### src/rtl/serial_frame_tx_if.sv
// Write-side valid/ready bundle for serial_frame_tx: one byte plus its destination
// port and end-of-frame flag per transfer.
interface serial_frame_tx_if;
    logic       wr_valid;
    logic       wr_ready;
    logic [1:0] wr_addr;
    logic [7:0] wr_data;
    logic       wr_last;

    modport master (
        output wr_valid,
        output wr_addr,
        output wr_data,
        output wr_last,
        input  wr_ready
    );

    modport slave (
        input  wr_valid,
        input  wr_addr,
        input  wr_data,
        input  wr_last,
        output wr_ready
    );
endinterface

### src/rtl/serial_frame_tx.sv
// Byte FIFO feeding a start/addr/data/continuation serializer on SE_out.
// Frames start when a complete frame is queued or the FIFO fills.
module serial_frame_tx #(
    parameter int DEPTH    = 4,
    parameter int IDLE_GAP = 1
) (
    input  logic               clock,
    input  logic               reset,
    serial_frame_tx_if.slave   wr,
    output logic               SE_out,
    output logic               busy,
    output logic               underrun
);
    localparam int AW = (DEPTH > 1) ? $clog2(DEPTH) : 1;
    localparam int CW = AW + 1;
    localparam int GW = (IDLE_GAP > 1) ? $clog2(IDLE_GAP + 1) : 1;

    typedef enum logic [2:0] {
        S_IDLE,
        S_START,
        S_ADDR1,
        S_ADDR0,
        S_DATA,
        S_CONT,
        S_GAP
    } state_t;

    logic [10:0]   r_mem [DEPTH];
    logic [AW-1:0] r_wptr;
    logic [AW-1:0] r_rptr;
    logic [CW-1:0] r_count;
    logic [CW-1:0] r_last_cnt;

    logic          w_full;
    logic          w_empty;
    logic          w_push;
    logic          w_pop;
    logic [10:0]   w_head;
    logic [CW-1:0] w_count_nxt;
    logic [CW-1:0] w_last_cnt_nxt;

    state_t        r_state;
    state_t        w_state_nxt;
    logic [7:0]    r_shift;
    logic [7:0]    w_shift_nxt;
    logic [1:0]    r_addr;
    logic [1:0]    w_addr_nxt;
    logic          r_last;
    logic          w_last_nxt;
    logic [2:0]    r_bit;
    logic [2:0]    w_bit_nxt;
    logic [GW-1:0] r_gap;
    logic [GW-1:0] w_gap_nxt;

    logic          r_se;
    logic          r_busy;
    logic          r_und;
    logic          w_se_nxt;
    logic          w_busy_nxt;
    logic          w_und_nxt;

    assign w_full      = (r_count == CW'(DEPTH));
    assign w_empty     = (r_count == '0);
    assign w_push      = wr.wr_valid && !w_full;
    assign w_head      = r_mem[r_rptr];
    assign wr.wr_ready = !w_full;

    always_comb begin
        w_count_nxt    = r_count;
        w_last_cnt_nxt = r_last_cnt;
        if (w_push && !w_pop)
            w_count_nxt = r_count + CW'(1);
        else if (!w_push && w_pop)
            w_count_nxt = r_count - CW'(1);
        if ((w_push && wr.wr_last) && !(w_pop && w_head[8]))
            w_last_cnt_nxt = r_last_cnt + CW'(1);
        else if (!(w_push && wr.wr_last) && (w_pop && w_head[8]))
            w_last_cnt_nxt = r_last_cnt - CW'(1);
    end

    always_ff @(posedge clock) begin
        if (w_push)
            r_mem[r_wptr] <= {wr.wr_addr, wr.wr_last, wr.wr_data};
    end

    always_ff @(posedge clock) begin
        if (reset) begin
            r_wptr     <= '0;
            r_rptr     <= '0;
            r_count    <= '0;
            r_last_cnt <= '0;
        end else begin
            if (w_push)
                r_wptr <= r_wptr + AW'(1);
            if (w_pop)
                r_rptr <= r_rptr + AW'(1);
            r_count    <= w_count_nxt;
            r_last_cnt <= w_last_cnt_nxt;
        end
    end

    always_comb begin
        w_state_nxt = r_state;
        w_shift_nxt = r_shift;
        w_addr_nxt  = r_addr;
        w_last_nxt  = r_last;
        w_bit_nxt   = r_bit;
        w_gap_nxt   = r_gap;
        w_pop       = 1'b0;
        case (r_state)
            S_IDLE: begin
                if (r_last_cnt != '0 || w_full) begin
                    w_pop       = 1'b1;
                    w_shift_nxt = w_head[7:0];
                    w_addr_nxt  = w_head[10:9];
                    w_last_nxt  = w_head[8];
                    w_state_nxt = S_START;
                end
            end
            S_START: w_state_nxt = S_ADDR1;
            S_ADDR1: w_state_nxt = S_ADDR0;
            S_ADDR0: begin
                w_bit_nxt   = 3'd7;
                w_state_nxt = S_DATA;
            end
            S_DATA: begin
                if (r_bit == 3'd0) begin
                    w_state_nxt = S_CONT;
                end else begin
                    w_shift_nxt = {r_shift[6:0], 1'b0};
                    w_bit_nxt   = r_bit - 3'd1;
                end
            end
            S_CONT: begin
                if (!r_last && !w_empty) begin
                    w_pop       = 1'b1;
                    w_shift_nxt = w_head[7:0];
                    w_last_nxt  = w_head[8];
                    w_bit_nxt   = 3'd7;
                    w_state_nxt = S_DATA;
                end else begin
                    w_gap_nxt   = GW'(IDLE_GAP - 1);
                    w_state_nxt = S_GAP;
                end
            end
            S_GAP: begin
                if (r_gap == '0)
                    w_state_nxt = S_IDLE;
                else
                    w_gap_nxt = r_gap - GW'(1);
            end
            default: w_state_nxt = S_IDLE;
        endcase
    end

    // Outputs are decoded from the next-state values so the registered line
    // matches the state it belongs to; the CONT decision uses the FIFO count
    // that CONT itself will see (no pop ever precedes CONT by one cycle).
    always_comb begin
        w_se_nxt   = 1'b1;
        w_busy_nxt = 1'b0;
        w_und_nxt  = 1'b0;
        case (w_state_nxt)
            S_START: begin
                w_se_nxt   = 1'b0;
                w_busy_nxt = 1'b1;
            end
            S_ADDR1: begin
                w_se_nxt   = w_addr_nxt[1];
                w_busy_nxt = 1'b1;
            end
            S_ADDR0: begin
                w_se_nxt   = w_addr_nxt[0];
                w_busy_nxt = 1'b1;
            end
            S_DATA: begin
                w_se_nxt   = w_shift_nxt[7];
                w_busy_nxt = 1'b1;
            end
            S_CONT: begin
                w_busy_nxt = 1'b1;
                if (!w_last_nxt) begin
                    if (w_count_nxt != '0)
                        w_se_nxt = 1'b0;
                    else
                        w_und_nxt = 1'b1;
                end
            end
            default: ;
        endcase
    end

    always_ff @(posedge clock) begin
        if (reset) begin
            r_state <= S_IDLE;
            r_shift <= '0;
            r_addr  <= '0;
            r_last  <= 1'b0;
            r_bit   <= '0;
            r_gap   <= '0;
            r_se    <= 1'b1;
            r_busy  <= 1'b0;
            r_und   <= 1'b0;
        end else begin
            r_state <= w_state_nxt;
            r_shift <= w_shift_nxt;
            r_addr  <= w_addr_nxt;
            r_last  <= w_last_nxt;
            r_bit   <= w_bit_nxt;
            r_gap   <= w_gap_nxt;
            r_se    <= w_se_nxt;
            r_busy  <= w_busy_nxt;
            r_und   <= w_und_nxt;
        end
    end

    assign SE_out   = r_se;
    assign busy     = r_busy;
    assign underrun = r_und;
endmodule
### src/flat_wrapper.sv
// flat-port wrapper written by rule: the top's interface ports become plain ports
module serial_frame_tx_flat 
#(
    parameter int DEPTH    = 4,
    parameter int IDLE_GAP = 1
)
  (clock, reset, SE_out, busy, underrun, wr_wr_valid, wr_wr_addr, wr_wr_data, wr_wr_last, wr_wr_ready);
  serial_frame_tx_if wr_i ();
  input  logic clock;
  input  logic reset;
  output logic SE_out;
  output logic busy;
  output logic underrun;
  input wire logic [$bits(wr_i.wr_valid)-1:0] wr_wr_valid;
  input wire logic [$bits(wr_i.wr_addr)-1:0] wr_wr_addr;
  input wire logic [$bits(wr_i.wr_data)-1:0] wr_wr_data;
  input wire logic [$bits(wr_i.wr_last)-1:0] wr_wr_last;
  output wire logic [$bits(wr_i.wr_ready)-1:0] wr_wr_ready;
  assign wr_i.wr_valid = wr_wr_valid;
  assign wr_i.wr_addr = wr_wr_addr;
  assign wr_i.wr_data = wr_wr_data;
  assign wr_i.wr_last = wr_wr_last;
  assign wr_wr_ready = wr_i.wr_ready;
  serial_frame_tx #(.DEPTH(DEPTH), .IDLE_GAP(IDLE_GAP)) u_core (.clock(clock), .reset(reset), .wr(wr_i), .SE_out(SE_out), .busy(busy), .underrun(underrun));
endmodule
### config.mk
export PLATFORM = sky130hd
export DESIGN_NAME = serial_frame_tx_flat
export DESIGN_NICKNAME = d
export VERILOG_FILES = /design/src/rtl/serial_frame_tx_if.sv /design/src/rtl/serial_frame_tx.sv /design/src/flat_wrapper.sv
export SDC_FILE = /design/constraint.sdc
export NUM_CORES = 1
export LEC_CHECK = 0
export ABC_AREA = 1
export CORE_ASPECT_RATIO = 0.9
export CORE_MARGIN = 5
export CORE_UTILIZATION = 50
export DETAILED_ROUTE_END_ITERATION = 8
export PLACE_DENSITY = 0.76
export SYNTH_ARGS = -nofsm -noshare
export SYNTH_HDL_FRONTEND = slang
export SYNTH_SLANG_ARGS = --single-unit
### constraint.sdc
create_clock -name clock -period 3.3 [get_ports clock]
set_clock_uncertainty 0.2 [all_clocks]
set_input_delay 0.66 -clock clock [delete_from_list [all_inputs] [get_ports clock]]
set_output_delay 0.66 -clock clock [all_outputs]
set_load 0.01 [all_outputs]
-- Yosys cells after proc, flatten, opt, wreduce, memory -nomap -nowiden
Memory sizes are Yosys's and may differ from the RTL's. A register that Yosys moved wholly into a read port is not among the register bits.
Index checks and enable logic that the tools add are counted.
- reductions and logical operators: 30
- add/sub/neg operators: 8
- bitwise gates (word level): 1
- eq/ne operators: 16
- mux-type cells: 35
- operators with widths (cell ; number):
    $mux W3 ; 9
    $mux W8 ; 3
    $pmux W8 S3 ; 1
    $pmux W3 S7 ; 1
    $eq A3 B3 Y1 const B ; 6
    $eq A3 B2 Y1 const B ; 4
    $reduce_bool A3 Y1 ; 4
    $mux W1 ; 11
    $mux W2 ; 5
    $logic_not A3 Y1 ; 3
    $pmux W3 S3 ; 1
    $sub A3 B1 Y3 const B ; 3
    $logic_and A1 B1 Y1 ; 8
    $logic_not A1 Y1 ; 7
    $add A3 B1 Y3 const B ; 2
    $eq A3 B1 Y1 const B ; 2
    $pmux W1 S2 ; 3
    $pmux W1 S5 ; 1
    $reduce_or A5 Y1 ; 1
    $add A2 B1 Y2 const B ; 2
    $ne A2 B1 Y1 const B ; 2
    $ne A2 B2 Y1 const B ; 2
    $reduce_and A4 Y1 ; 1
    $reduce_bool A2 Y1 ; 2
    other kinds (6) ; 6
- output and inout port bits: 4
- bits of input ports: 14
- register bits: 31
- bits in writable memories: 44
- logic and storage cells: 105
- memories kept: 1
- memory list (memory ; depth ; width ; rd ports ; clocked after Yosys merged registers in ; write ports ; line ; RTL):
    u_core.r_mem ; 4 ; 11 ; 1 ; 1 ; 1 ; serial_frame_tx.sv:28 ; logic [10:0] r_mem [DEPTH];

-- Depth between registers and ports, before layout
- word-level depth: 12
- gate-level depth with buffers: 16
- mapped depth without buffers: 15

-- Worst setup path after synthesis
No wires, ideal clock.
- path type: register to register
- start: register u_core.r_count[0]
- end: register u_core.r_last_cnt[2]
- stages on the path, launching flop included: 17
- setup time: 0.070 ns
- data required time: 3.030 ns
- slack: 0.820 ns
- arrival: 2.210 ns
- clock period less this slack: 2.480 ns
- path buffers: 1
- cells stage by stage: dfxtp_1 > inv_1 > ha_1 > nand2_2 > nand3_2 > nand2_4 > nand2_4 > buf_4 > nand2_1 > ha_1 > inv_1 > fa_1 > nor2_1 > nor2_1 > nand2_1 > o21ai_0 > a21oi_1
- elaborated cells on any way between the ends: 18
- those cells by class: eq/ne: 1; mux: 4; reduce/logical: 13
- RTL lines (item ; line ; RTL):
    start, declared ; serial_frame_tx.sv:31 ; logic [CW-1:0] r_count;
    start signal, assigned ; serial_frame_tx.sv:97 ; r_count <= w_count_nxt;
    $eq A3 B3 Y1 * ; serial_frame_tx.sv:62 ; assign w_full = (r_count == CW'(DEPTH));
    $logic_not A1 Y1 * ; -- ;
    named net wr_wr_ready ; flat_wrapper.sv:18 ; output wire logic [$bits(wr_i.wr_ready)-1:0] wr_wr_ready;
    $logic_and A1 B1 Y1 * ; serial_frame_tx.sv:64 ; assign w_push = wr.wr_valid && !w_full;
    $logic_and A1 B1 Y1 * ; serial_frame_tx.sv:75, serial_frame_tx.sv:77 ;
    $logic_not A1 Y1 ; serial_frame_tx.sv:77 ; else if (!(w_push && wr.wr_last) && (w_pop && w_head[8]))
    $logic_and A1 B1 Y1 ; serial_frame_tx.sv:77 ;
    $reduce_bool A2 Y1 (no line) ; -- ;
    end signal, assigned ; serial_frame_tx.sv:98 ; r_last_cnt <= w_last_cnt_nxt;
    end, declared ; serial_frame_tx.sv:32 ; logic [CW-1:0] r_last_cnt;
Mark *: on every way through the listed nets, which the timed path passes. The rest lies on a longest branch.
A chain may end at the register's enable or synchronous reset.

-- Worst setup path in the final report
- start: register u_core.r_count[0]
- end: register u_core.r_last_cnt[2]
- longest elaborated chain between the ends: 9
- elaborated cells on any way between the ends: 18
- those cells by class: eq/ne: 1; mux: 4; reduce/logical: 13
- ends and longest elaborated chain (item ; line ; RTL):
    $logic_not A3 Y1 ; serial_frame_tx.sv:63 ; assign w_empty = (r_count == '0);
    $logic_not A1 Y1 ; serial_frame_tx.sv:135 ; if (!r_last && !w_empty) begin
    $logic_and A1 B1 Y1 ; serial_frame_tx.sv:135 ;
    $mux W1 ; serial_frame_tx.sv:135 ;
    $pmux W1 S2 ; serial_frame_tx.sv:110 ; case (r_state)
    $logic_and A1 B1 Y1 ; serial_frame_tx.sv:75, serial_frame_tx.sv:77 ;
    $logic_not A1 Y1 ; serial_frame_tx.sv:75 ; if ((w_push && wr.wr_last) && !(w_pop && w_head[8]))
    $logic_and A1 B1 Y1 ; serial_frame_tx.sv:75 ;
    $mux W3 / $reduce_bool A2 Y1 (equally long branches) ; -- ;
Several ways; a longest one is shown, not always the timed one.

==> results.sh <==
export IMPL_outcome="finished, final reports clean"
export IMPL_synth_top_flop_cell="edfxtp_1"
export IMPL_comb_power_share_pct=38.0
export IMPL_crit_path_cell_trace="inv_1 -> ha_1 -> nand2_2 -> nand3_2 -> nand2_4 -> nand2_4 -> nand2_1 -> ha_1 -> inv_1 -> fa_1 -> nor2_1 -> nor2_1 -> nand2_1 -> o21ai_0 -> a21oi_1"
export IMPL_ys_ff_latch=76
export IMPL_setup_viol=0
export IMPL_gp_congestion=0.7708
export IMPL_antenna_found_initial=0
export IMPL_gr_total_overflow=0
export IMPL_p_int_mw=2.026
export IMPL_h_tree_depth=3
export IMPL_switching_share_pct=39.08
export IMPL_layout_nets=374
export IMPL_num_vias=2253
export IMPL_yosysWarnings=0
export IMPL_drc_errors=0
export IMPL_cts_sinks=76
export IMPL_die_area_um2=8258
export IMPL_diodes=0
export IMPL_worstMarginPinSlew_ns=0.6222
export IMPL_cts_resized=0
export IMPL_power_mw=3.326
export IMPL_clk_pin_slew_worst_paths_ns=0.08
export IMPL_hold_viol=0
export IMPL_cts_hold_buffers=0
export IMPL_p_per_area_nw_per_um2=887.5
export IMPL_setup_ws_ns=0.6800
export IMPL_pwr_share_clk_pct=21.6
export IMPL_hp_class="reg -> reg"
export IMPL_insertion_delay_ns=0.35
export IMPL_dpl_hpwl_mm=4.119
export IMPL_yosysUniqueCellTypes=31
export IMPL_seq_area_frac_synth_pct=60.01
export IMPL_cp_max_fo=13
export IMPL_grtUsageTotal_pct=17.08
export IMPL_fin_crit_sh_pct=79.39
export IMPL_chipWidth_um=95.24
export IMPL_holdWs_ns=0.2566
export IMPL_crit_type="reg -> reg"
export IMPL_cts_tree="yes"
export IMPL_maxCapViolCount=0
export IMPL_drive_above_1_share_pct=13.28
export IMPL_grt_max_degree=23
export IMPL_vias_per_cell=5.074
export IMPL_layout_common_cells="nor2_1 (51), edfxtp_1 (44), nand2_1 (43)"
export IMPL_syn_inst=326
export IMPL_num_rows=28
export IMPL_drt_total_wl_mm=6.318
export IMPL_slew_headroom_pct=58.29
export IMPL_io_pins=18
export IMPL_crit_required_ns=3.38
export IMPL_cts_max_path_buffers=2
export IMPL_final_area_um2=3747
export IMPL_cts_buffers=9
export IMPL_die_h_um=86.71
export IMPL_r2r_slack_ns=0.68
export IMPL_async_reset_ff_share_pct=0
export IMPL_avgSynthCellArea_um2=10.03
export IMPL_first_iter_violations=190
export IMPL_p_switching_mw=1.300
export IMPL_core_area_um2=6481
export IMPL_worstSetupEndpointType="register"
export IMPL_max_freq_mhz=381.7
export IMPL_critPathArrivalTime_ns=2.70
export IMPL_netlist_area_um2=3269
export IMPL_root_buffer="clkbuf_8"
export IMPL_wl_per_cell_um=14.23
export IMPL_finalMaxSlewViolations=0
export IMPL_grt_pass1_wl_mm=10.78
export IMPL_worstSetupStartpointType="register"
export IMPL_period_needed_ns=2.620
export IMPL_drt_antenna_violating_nets=0
export IMPL_firstDrtPassIters=4
export IMPL_rsz0062_at_grt="no"
export IMPL_postCtsSetupRepairBufs=0
export IMPL_synth_nets=351
export IMPL_pwr_share_seq_pct=40.4
export IMPL_area_delta_synth_final_pct=14.62
export IMPL_synth_edf_count=44
export IMPL_final_common_cell="nor2_1"
export IMPL_vdd_drop_max_mv=0.3481
export IMPL_dp_slack_ns=0.5499
export IMPL_cp_slowest_cell="fa_1"
export IMPL_setup_tns_ns=0
export IMPL_portBuffers=17
export IMPL_first_global_vias=2297
export IMPL_cpPeakStageDelay_ns=0.38
export IMPL_initial_core_util_pct=50.44
export IMPL_dpl_instance_area_um2=3546
export IMPL_leakagePower_nw=1.428
Yosys cell counts (3+ instances only):
library cell | n | area, µm²
clkbuf_1 | 5 | 18.77
a31oi_1 | 8 | 50.05
nand2_4 | 4 | 45.04
nand3_1 | 8 | 40.04
nand2_2 | 3 | 18.77
buf_2 | 5 | 25.02
nand4_1 | 4 | 25.02
ha_1 | 10 | 125.1
nand3_2 | 4 | 40.04
dfxtp_1 | 32 | 640.6
o21ai_1 | 8 | 40.04
inv_1 | 25 | 93.84
edfxtp_1 | 44 | 1321
o21ai_0 | 25 | 125.1
o22ai_1 | 7 | 43.79
a21oi_1 | 15 | 75.07
nor2_1 | 51 | 191.4
nand2_1 | 43 | 161.4
inv_2 | 11 | 41.29
power groups by stage:
| stage | sequential (mW) | combinational (mW) | clock, mW |
|---|---|---|---|
| 3_3_place_gp | 1.35 | 1.21 | 0 |
| 6_report | 1.34 | 1.26 | 0.718 |
| 4_1_cts | 1.34 | 1.27 | 0.734 |
| 3_5_place_dp | 1.36 | 1.25 | 0 |
| 2_1_floorplan | 1.32 | 0.990 | 0 |
| 5_1_grt | 1.37 | 1.46 | 0.776 |
worst paths after layout:
check / startpoint / end / cells past startpoint
worst max-delay path: u_core.r_count[0] / u_core.r_last_cnt[2] / 15
worst min-delay path: u_core.r_rptr[1] / u_core.r_rptr[1] / 1
worst max register to register: u_core.r_count[0] / u_core.r_last_cnt[2] / 15
worst min register to register: u_core.r_rptr[1] / u_core.r_rptr[1] / 1
layer usage:
layer  vias to the layer above  part of all wire (%)  GRT usage [%]
met5                         -                     0              0
met4                         0                  0.73          5.898
met3                         5                   5.2          5.035
met2                        51                    50          28.73
met1                      1048                    44          20.89
li1                       1149                     -              -
critical path, delay by kind of cell (launching register included):
family                     cells  cell delay (ns)
and+or+nand+nor                8             0.86
AOI/OAI and AO/OA              2             0.21
buffers and inverters          2             0.15
adders and majority gates      3             0.77
DFF                            1             0.36
final cells by class:
type                            instances  area [µm²]
Inverter                               36       135.1
Fill cell                             532        2734
Sequential cell                        76        1962
Clock buffer                           10       127.6
Clock inverter                          6       73.82
Tap cell                               90       112.6
Multi-Input combinational cell        203        1121
Timing Repair Buffer                   23       215.2
sequential cells by signal (all words and copies together), names as in the netlist, named ones only:
name,count
u_core.SE_out,1
u_core.busy,1
u_core.r_mem,44
u_core.r_addr,2
u_core.r_last,1
u_core.r_state,3
u_core.r_rptr,2
u_core.r_count,3
u_core.underrun,1
u_core.r_wptr,2
u_core.r_bit,3
u_core.r_shift,8
u_core.r_last_cnt,3
through the flow:
stage	util [%]	std cells
CTS	57.82	444
global placement	54.71	428
global route	57.82	444
floorplan	-	326
finish	57.82	444
detailed placement	54.71	428
cells by family after synthesis:
family / Yosys count / synth area share, %
AOI/OAI and AO/OA: 69 / 12.25
xor gates and xnor gates: 3 / 0.8038
adders and majority gates: 11 / 4.439
buffers and inverters: 47 / 5.702
DFF: 76 / 60.01
and+or+nand+nor: 120 / 16.80
Power figures use the tool's default switching activity.
